==> config.mk <==
export PLATFORM = sky130hd
export DESIGN_NAME = apb4_master_bridge
export DESIGN_NICKNAME = d
export VERILOG_FILES = /design/src/rtl/apb4_master_bridge.sv
export SDC_FILE = /design/constraint.sdc
export NUM_CORES = 1
export LEC_CHECK = 0
export CAP_MARGIN = 20
export CORE_MARGIN = 5
export CORE_UTILIZATION = 35
export DETAILED_ROUTE_END_ITERATION = 10
export PLACE_DENSITY = 0.76
export SYNTH_ARGS = -nofsm -noshare
export SYNTH_HDL_FRONTEND = slang
export SYNTH_SLANG_ARGS = --single-unit
==> constraint.sdc <==
create_clock -name clk -period 1.6 [get_ports clk]
set_input_delay 0.32 -clock clk [delete_from_list [all_inputs] [get_ports clk]]
set_output_delay 0.32 -clock clk [all_outputs]
set_load 0.02 [all_outputs]
==> src/rtl/apb4_master_bridge.sv <==
// apb4_master_bridge
// Converts a valid/ready command stream into single APB4 transfers and returns
// one response per command. One transfer is in flight at a time.
//
// Build option:
//   APB_MASTER_TIMEOUT_EN - when defined, an ACCESS phase that sees PREADY low
//                           for TIMEOUT_CYCLES cycles is abandoned and answered
//                           with an error response. When undefined, ACCESS
//                           waits for PREADY indefinitely.
//
// Reset: rst is asynchronous and active-low.

module apb4_master_bridge #(
    parameter int ADDR_WIDTH     = 3,
    parameter int DATA_WIDTH     = 32,
    parameter int TIMEOUT_CYCLES = 16
) (
    input  logic                    clk,
    input  logic                    rst,

    // command channel
    input  logic                    cmd_valid,
    output logic                    cmd_ready,
    input  logic                    cmd_write,
    input  logic [ADDR_WIDTH-1:0]   cmd_addr,
    input  logic [DATA_WIDTH-1:0]   cmd_wdata,
    input  logic [DATA_WIDTH/8-1:0] cmd_strb,

    // response channel
    output logic                    rsp_valid,
    input  logic                    rsp_ready,
    output logic [DATA_WIDTH-1:0]   rsp_rdata,
    output logic                    rsp_err,

    // APB4 requester
    output logic [ADDR_WIDTH-1:0]   paddr,
    output logic                    psel,
    output logic                    penable,
    output logic                    pwrite,
    output logic [DATA_WIDTH-1:0]   pwdata,
    output logic [DATA_WIDTH/8-1:0] pstrb,
    output logic [2:0]              pprot,
    input  logic                    pready,
    input  logic [DATA_WIDTH-1:0]   prdata,
    input  logic                    pslverr
);

    localparam int STRB_WIDTH = DATA_WIDTH / 8;

    // Reject configurations the datapath and the 8-bit timeout counter cannot handle.
    if (DATA_WIDTH != 32 || TIMEOUT_CYCLES < 1 || TIMEOUT_CYCLES > 255) begin : g_bad_cfg
        $error("apb4_master_bridge: unsupported DATA_WIDTH or TIMEOUT_CYCLES");
    end

    typedef enum logic [1:0] {
        ST_IDLE   = 2'd0,
        ST_SETUP  = 2'd1,
        ST_ACCESS = 2'd2,
        ST_RESP   = 2'd3
    } state_t;

    state_t                  state;
    state_t                  state_nxt;

    logic                    accept;    // command handshake this cycle
    logic                    complete;  // slave finished the ACCESS phase this cycle
    logic                    timeout;   // ACCESS abandoned this cycle

    logic                    write_q;
    logic [ADDR_WIDTH-1:0]   addr_q;
    logic [DATA_WIDTH-1:0]   wdata_q;
    logic [STRB_WIDTH-1:0]   strb_q;
    logic [DATA_WIDTH-1:0]   rdata_q;
    logic                    err_q;

`ifdef APB_MASTER_TIMEOUT_EN
    localparam logic [7:0]   TMO_LAST = 8'(TIMEOUT_CYCLES - 1);
    logic [7:0]              tmo_cnt;
`endif

    // State register.
    // NOTE: sequential state uses non-blocking assignments so every flop
    // samples the pre-edge values regardless of block ordering.
    always_ff @(posedge clk or negedge rst) begin
        if (!rst) begin
            state <= ST_IDLE;
        end else begin
            state <= state_nxt;
        end
    end

    // Next-state logic and per-cycle event strobes.
    // NOTE: every output of this block gets a default first so no path leaves
    // a signal unassigned, which would otherwise infer a latch.
    always_comb begin
        state_nxt = state;
        accept    = 1'b0;
        complete  = 1'b0;
        timeout   = 1'b0;
        unique case (state)
            ST_IDLE: begin
                if (cmd_valid) begin
                    accept    = 1'b1;
                    state_nxt = ST_SETUP;
                end
            end
            ST_SETUP: begin
                state_nxt = ST_ACCESS;
            end
            ST_ACCESS: begin
                if (pready) begin
                    complete  = 1'b1;
                    state_nxt = ST_RESP;
                end
`ifdef APB_MASTER_TIMEOUT_EN
                else if (tmo_cnt == TMO_LAST) begin
                    timeout   = 1'b1;
                    state_nxt = ST_RESP;
                end
`endif
            end
            ST_RESP: begin
                if (rsp_ready) begin
                    state_nxt = ST_IDLE;
                end
            end
            default: begin
                state_nxt = ST_IDLE;
            end
        endcase
    end

    // Command capture and response capture.
    // NOTE: the datapath registers are reset because their values drive
    // primary outputs that must read zero while rst is low.
    always_ff @(posedge clk or negedge rst) begin
        if (!rst) begin
            write_q <= 1'b0;
            addr_q  <= '0;
            wdata_q <= '0;
            strb_q  <= '0;
            rdata_q <= '0;
            err_q   <= 1'b0;
        end else begin
            if (accept) begin
                write_q <= cmd_write;
                addr_q  <= cmd_addr;
                // reads present zero write data and zero strobes on the bus
                wdata_q <= cmd_write ? cmd_wdata : '0;
                strb_q  <= cmd_write ? cmd_strb  : '0;
                rdata_q <= '0;
                err_q   <= 1'b0;
            end
            if (complete) begin
                err_q   <= pslverr;
                // only a successful read returns data
                rdata_q <= (!write_q && !pslverr) ? prdata : '0;
            end
            if (timeout) begin
                err_q   <= 1'b1;
                rdata_q <= '0;
            end
        end
    end

`ifdef APB_MASTER_TIMEOUT_EN
    // Count stalled ACCESS cycles; restarts at every SETUP.
    always_ff @(posedge clk or negedge rst) begin
        if (!rst) begin
            tmo_cnt <= '0;
        end else if (state == ST_SETUP) begin
            tmo_cnt <= '0;
        end else if (state == ST_ACCESS && !pready && !timeout) begin
            tmo_cnt <= tmo_cnt + 8'd1;
        end
    end
`endif

    // Handshake and bus control decode straight from state, so an asserted
    // reset removes psel/penable immediately through the async state reset.
    assign cmd_ready = rst && (state == ST_IDLE);
    assign rsp_valid = (state == ST_RESP);
    assign psel      = (state == ST_SETUP) || (state == ST_ACCESS);
    assign penable   = (state == ST_ACCESS);

    // Bus payload comes from the command registers, stable from SETUP to the end of ACCESS.
    assign paddr     = addr_q;
    assign pwrite    = write_q;
    assign pwdata    = wdata_q;
    assign pstrb     = strb_q;
    assign pprot     = 3'b000;

    assign rsp_rdata = rdata_q;
    assign rsp_err   = err_q;

endmodule

==> results of run 1 <==
==> synthesized netlist by cell type <==
master / instances / area, sq um
a222oi_1: 1 / 10.0
a22o_1: 31 / 272
a22oi_2: 1 / 12.5
and2_1: 1 / 6.26
buf_2: 10 / 50.1
buf_4: 3 / 22.5
clkbuf_1: 8 / 30.0
conb_1: 1 / 3.75
dfrtp_1: 75 / 1880
ha_1: 5 / 62.6
inv_1: 4 / 15.0
inv_2: 1 / 3.75
mux2_1: 1 / 11.3
mux2_2: 4 / 45.0
mux2i_1: 1 / 10.0
nand2_1: 76 / 285
nand3_1: 2 / 10.0
nor2_1: 1 / 3.75
nor3_1: 1 / 5.00
o21ai_0: 37 / 185
o41ai_1: 1 / 8.76
==> metal layers <==
metal,up-vias,GRT usage
li1,1228,-
met1,1212,0.216
met2,94,0.259
met3,9,0.0489
met4,0,0.0460
met5,-,0
==> logic make-up after synthesis <==
group,count (synthesis)
flip-flops,75
AO/OA/AOI/OAI,71
adder cells (fa/ha/maj),5
multiplexers,6
buffers and inverters,26
AND/OR/NAND/NOR,81
other,1
==> through the flow <==
stage | instances | util
6_report | 540 | 0.595
5_1_grt | 540 | 0.595
4_1_cts | 540 | 0.591
3_5_place_dp | 524 | 0.577
3_3_place_gp | 524 | 0.577
2_1_floorplan | 267 | -
==> flip-flops by register name, summed over array words and instances, names as in the netlist <==
register   flops
rsp_rdata     32
state          2
paddr          3
pwdata        32
pstrb          4
rsp_err        1
pwrite         1
==> cells in the final DEF (no fill, tap or decap), types with 2 or more instances in the layout <==
| cell type | n |
|---|---|
| buf_12 | 5 |
| o21ai_0 | 37 |
| buf_6 | 4 |
| nand2_1 | 75 |
| dfrtp_1 | 75 |
| buf_2 | 2 |
| nand3_1 | 2 |
| conb_1 | 3 |
| dlygate4sd2_1 | 73 |
| clkinvlp_4 | 2 |
| inv_2 | 2 |
| clkdlybuf4s50_1 | 76 |
| clkbuf_8 | 11 |
| inv_1 | 3 |
| ha_2 | 2 |
| mux2_2 | 4 |
| a22o_1 | 31 |
| ha_1 | 2 |
| buf_4 | 13 |
==> worst max-delay path: cells and delay by family, from the launching register on <==
kind	cells	cell delay, ps
buffers and inverters	3	340
adder cells (fa/ha/maj)	1	190
flip-flops	1	390
==> power breakdown <==
part           internal [mW]  switching [mW]
Clock                  0.809           0.703
Sequential              2.63           0.376
Combinational           1.73            2.19
==> worst max path at each step <==
stage,startpoint,end,depth (start not counted)
after global routing,state[1],state[1],5
after floorplan,state[0],state[1],4
after CTS,state[0],cmd_ready,4
after detailed placement,pready,state[1],4
after global placement,pready,state[1],4
final,state[0],penable,4
==> area by class of cell <==
type,instances,share of cell area
tap,105,0.0270
clock buffer,11,0.0311
inverter,5,0.00386
clock inverter,5,0.0121
multi-input combinational,166,0.200
timing repair buffer,173,0.340
sequential,75,0.386
==> what timing repair did <==
item,4_1_cts,5_1_grt
gates cloned,0,0
pin swaps,1,1
setup endpoints to repair,78,7
setup buffers,0,0
gates resized for setup,96,6
==> metrics.sh, run 1 <==
GRT_START_MAX_NET_PINS=76
MAX_CAP_VIOL_COUNT=0
ROUTED-VIA-COUNT=2543
FINAL-HOLD-VIOLATION-COUNT=0
LEAKAGEPOWER_nW=2.49
TOP_SIGNAL_LAYER_USED='met4'
FINAL_WORST_PATH_PERIOD_NEED_PS=1580
WIRELENGTH_MM=8.09
SEQ_AREA_FRAC_SYNTH=0.641
DIODES=0
CRITICAL_PATH.REG2REG.STARTPOINT='state[1]'
SYN_TO_FINAL_GROWTH_PCT=66.0
GR-USAGE-ALL-LAYERS=0.163
TIMING.RR.END='state[1]'
NETLIST_AREA_SQ_UM=2930
DRTITER0DRC=85
FILLERINSTANCES=707
LAYOUT_SETUP_WS_PS=18.3
FIN_CRIT_SH=0.989
WIRE_LENGTH_OF_THE_FIRST_GLOBAL_ROUTING_PASS_MM=13.1
FINAL-SEQ-AREA_SQ_UM=1880
UNREPAIRED_SETUP_ENDPOINTS_AFTER_GLOBAL_ROUTING='yes'
CLKSINKCOUNT=75
RUN_STATUS='completed'
DESIGN_POWER_TOTAL_mW=8.44
GRT_PASS1_VIAS=2602
MET1_LAYER_WIRELENGTH_IN_THE_FINAL_ROUTING_MM=3.45
NNETSFINAL=513
SETUP.WORST_PATH.CLASS='flop to output port'
CTS_INSERTED_BUFFERS=9
SETUP-TNS-FINAL_PS=0
MULTIINPUTGATEAREA_SQ_UM=973
CLOCKBUFFERDEPTH=2
DIE-AREA_SQ_UM=10300
IO_PINS=158
VIAS_PER_CELL=4.71
SYNTH_XOR_AREA_FRAC=0
CTSHOLDBUFFERS=0
DRCVIOLATIONCOUNT=0
PRE_CTS_SLACK_PS=-147
CHIPHEIGHT_UM=101
MAX_SLEW.WORST_PIN.SLEW_PS=919
CTS_TREE='yes'
CRITICAL_PATH.MAX_STAGE_DELAY_PS=390
FP-ROW-COUNT=33
CRITICAL_PATH_ARRIVAL_PS=1260
POST_SYNTH_FA_HA_MAJ_AREA_FRACTION=0.0214
TOTAL_COUNT_OF_MAX_TRANSITION_VIOLATIONS_IN_THE_FINAL_REPORT=0
MAXSLEWHEADROOM=0.387
CTS_ROOT_BUF='clkbuf_8'
ANTENNA_FOUND_INITIAL=0
HOLD-WORST-SLACK_PS=227
DIE_W_UM=101
CRITICAL_PATH_CELL_SEQUENCE='inv_2, buf_4, ha_2, buf_6'
MAX_FREQ_MHz=632
CRIT_REQUIRED_PS=1280
CRITPATHMAXFANOUT=4
CLOCK_LATENCY_PS=340
DRIVE_GT1_FRAC=0.124
HTREE_LEVELS=3
INITIAL_CORE_UTIL=0.358
SYNTHSIMPLEGATEAREAFRAC=0.106
DPL-INSTANCE-AREA_SQ_UM=4720
STDCELL_AREA_SQ_UM=4860
WORSTREGTOREGCELLS=4
STARTPOINT_TYPE='flop'
CLOCK-SKEW-FINAL_PS=9.71
SYNTH_TOP_FAMILY_BY_AREA='compound AO/OA/AOI/OAI gates'
DR.PASS1.ITERS=5
AVGSYNTHCELLAREA_SQ_UM=11.1
MUXSHAREOFSYNTHAREA=0.0226
GPL.FINAL_WEIGHTED_CONGESTION=0.790
SYN-INSTANCE-COUNT=265
DETAIL_ROUTE.WL_PER_CELL_UM=15.0
DR_WL_MET2_MM=4.00
PEAKVDDDROP_uV=871
DETAILEDPLACEMENTHPWL_MM=5.91
SETUP_VIOLATIONS=0
TIMING.REG2REG.SETUP_SLACK_PS=40
FINAL_ANTENNA_NET_COUNT=0
IO_BUFFERS=154
HOLD_CLASS='input pin to async pin'
CORE-AREA_SQ_UM=8180
YOSYSWARNINGCOUNT=0
SYNTH_COMPOUND_GATE_AREA_SHARE=0.167
POST_SYNTH_NUM_CELL_TYPES=21
WL_MET3_UM=560
CRITICAL_PATH.SLOWEST_CELL='dfrtp_1'
CLKSLEWWORSTSETUPHOLDPATHS_PS=80
POWER_DENSITY_nW_PER_UM2=1740
WORSTSETUPENDPOINTTYPE='output port'
TOTAL_GRT_OVERFLOW=0
NUMBER_OF_FLIP_FLOPS_AND_LATCHES_IN_THE_SYNTHESIZED_NETLIST=75
Power figures use the tool's default switching activity.
==> run 2: changes to the inputs <==
- TNS_END_PERCENT: not set -> 20
==> run 2 against run 1 <==
  * The run now ends with negative setup slack left
  * Core utilization is 0.46 points higher
  * Worst setup slack worse by 61 ps
  * Via count is 0.79% higher
  * Total power is 1.1% higher
  * Fmax is 3.7% lower
  * Design area is 0.77% higher
  * Worst hold slack better by 4.0 ps
  * Die area stayed put
  * Global-route usage hardly changed
  * Non-clock buffer count is 1 higher
  * Sequential share of layout area is 0.30 points lower
  * Sequential power hardly changed
==> metrics.sh, run 2 (synthesized netlist as in run 1, its figures left out) <==
SYN_TO_FINAL_GROWTH_PCT=67.3
CLOCKBUFFERDEPTH=2  # unchanged
WIRE_LENGTH_OF_THE_FIRST_GLOBAL_ROUTING_PASS_MM=13.1  # -0.11%
INITIAL_CORE_UTIL=0.358  # unchanged
FINAL_ANTENNA_NET_COUNT=0  # unchanged
IO_PINS=158  # unchanged
CRITICAL_PATH_ARRIVAL_PS=1870  # +610 ps
ANTENNA_FOUND_INITIAL=0  # unchanged
CORE-AREA_SQ_UM=8180  # unchanged
DPL-INSTANCE-AREA_SQ_UM=4720  # unchanged
TOTAL_GRT_OVERFLOW=0  # unchanged
PEAKVDDDROP_uV=952  # +9.3%
DR.PASS1.ITERS=5  # unchanged
FINAL-HOLD-VIOLATION-COUNT=0  # unchanged
CTS_ROOT_BUF='clkbuf_8'
SETUP_VIOLATIONS=3  # +3
FINAL_COMMON_CELL='clkdlybuf4s50_1'
LEAKAGEPOWER_nW=2.50  # +0.22%
FILLERINSTANCES=699  # -1.1%
FINAL_WORST_PATH_PERIOD_NEED_PS=1640  # +61.4 ps
NNETSFINAL=514  # +0.19%
POST_LAYOUT_INSTANCE_COUNT_EXCLUDING_FILLER_CELLS=541  # +0.19%
CRIT_REQUIRED_PS=1820  # +540 ps
MAX_CAP_VIOL_COUNT=0  # unchanged
DRIVE_GT1_FRAC=0.128  # +0.00430
NUMPLACEDINSTANCES=524  # unchanged
STDCELL_AREA_SQ_UM=4900  # +0.77%
VIAS_PER_CELL=4.74  # +0.60%
GRT_PASS1_VIAS=2603  # +0.038%
SETUP.WORST_PATH.CLASS='flop to flop'
WORSTSETUPENDPOINTTYPE='flop'
CLOCK_LATENCY_PS=340  # about the same
CTS_TREE='yes'
FAILED_CHECKS='negative setup slack'
LAYOUT_SETUP_WS_PS=-43.2  # -61.4 ps
MAX_SLEW.WORST_PIN.SLEW_PS=920  # +1.01 ps
RUN_STATUS='finished, violations left'
ROUTED-VIA-COUNT=2563  # +0.79%
DRCVIOLATIONCOUNT=0  # unchanged
HTREE_LEVELS=3  # unchanged
DIE_W_UM=101  # unchanged
GR-USAGE-ALL-LAYERS=0.162  # about the same
MAX_FREQ_MHz=609  # -3.7%
CTS_INSERTED_BUFFERS=9  # unchanged
CLKSINKCOUNT=75  # unchanged
FIN_CRIT_SH=1.03  # +0.0384
FINAL_CORE_UTIL=0.599  # +0.00459
CLKSLEWWORSTSETUPHOLDPATHS_PS=80  # about the same
DIE-AREA_SQ_UM=10300  # unchanged
DETAIL_ROUTE.WL_PER_CELL_UM=15.1  # +1.0%
PRE_CTS_SLACK_PS=-147  # unchanged
FP-ROW-COUNT=33  # unchanged
TOTAL_COUNT_OF_MAX_TRANSITION_VIOLATIONS_IN_THE_FINAL_REPORT=0  # unchanged
DETAILEDPLACEMENTHPWL_MM=5.91  # unchanged
POWER_DENSITY_nW_PER_UM2=1740  # +0.33%
DIODES=0  # unchanged
HOLD_CLASS='input pin to async pin'
UNREPAIRED_SETUP_ENDPOINTS_AFTER_GLOBAL_ROUTING='yes'
DRTITER0DRC=88  # +3.5%
GPL.FINAL_WEIGHTED_CONGESTION=0.790  # unchanged
CHIPHEIGHT_UM=101  # unchanged
LAYOUT.CELLS.MOST_COMMON_LIST='clkdlybuf4s50_1 (76), nand2_1 (75), dfrtp_1 (75)'
GRT_START_MAX_NET_PINS=76  # unchanged
CRITPATHMAXFANOUT=2  # -2
IO_BUFFERS=154  # unchanged
MAXSLEWHEADROOM=0.386  # -0.000676
CLOCK-SKEW-FINAL_PS=9.66  # -0.0481 ps
WIRELENGTH_MM=8.19  # +1.2%
STARTPOINT_TYPE='flop'
==> run 2: final cells by class <==
cell class              instances  area (sq um)  area share
flip-flops and latches         75          1880       0.383
repair buffers                174          1660       0.339
multi-input cells             166          1000       0.205
clock buffers                  11           151      0.0309
well taps                     105           131      0.0268
clock inverters                 5          58.8      0.0120
inverters                       5          18.8     0.00383
==> run 2: critical path: stages, from the launching register on <==
cell	delay, ps
dfrtp_1	400
buf_4	140
buf_4	130
ha_4	150
a222oi_1	340
mux2_1	360
==> run 2: worst paths after layout <==
path	cells after the start	to	startpoint	slack [ps]
max in group asynchronous	2	paddr[0]	rst	780
hold reg to reg	2	pwdata[15]	pwdata[15]	480
setup / recovery	5	state[1]	state[0]	-40
setup reg to reg	5	state[1]	state[0]	-40
min in group clk	2	pwdata[15]	pwdata[15]	480
hold / removal	2	rsp_rdata[24]	rst	230
==> run 2: power by group <==
part	total, mW	internal, mW	switching (mW)
registers	3.01	2.63	0.381
clock network	1.52	0.808	0.707
logic	4.01	1.77	2.24
==> run 2: what timing repair did <==
| action | 4_1_cts | 5_1_grt |
|---|---|---|
| buffers inserted | 0 | 1 |
| pin swaps | 0 | 2 |
| cloned | 0 | 0 |
| hold buffers | 0 | 0 |
| endpoints found under the setup margin | 78 | 36 |
| gates resized for setup | 93 | 13 |
==> run 2: per-layer routing <==
layer / global-route usage / vias to the layer above / part of all wire / wire length [um]
li1: - / 1230 / - / -
met1: 0.216 / 1228 / 0.42 / 3470
met5: 0 / - / 0 / 0
met2: 0.259 / 97 / 0.49 / 4040
met3: 0.0489 / 8 / 0.073 / 598
met4: 0.0460 / 0 / 0.010 / 82
==> run 2: metrics by stage <==
step	hold slack, ps	power, mW	TNS (ps)
final	231	8.53	-87.9
after global routing	315	9.12	-447
after CTS	247	8.47	-4.50
after detailed placement	471	7.49	-2100
after global placement	463	7.40	-819
after floorplan	24.4	5.09	0
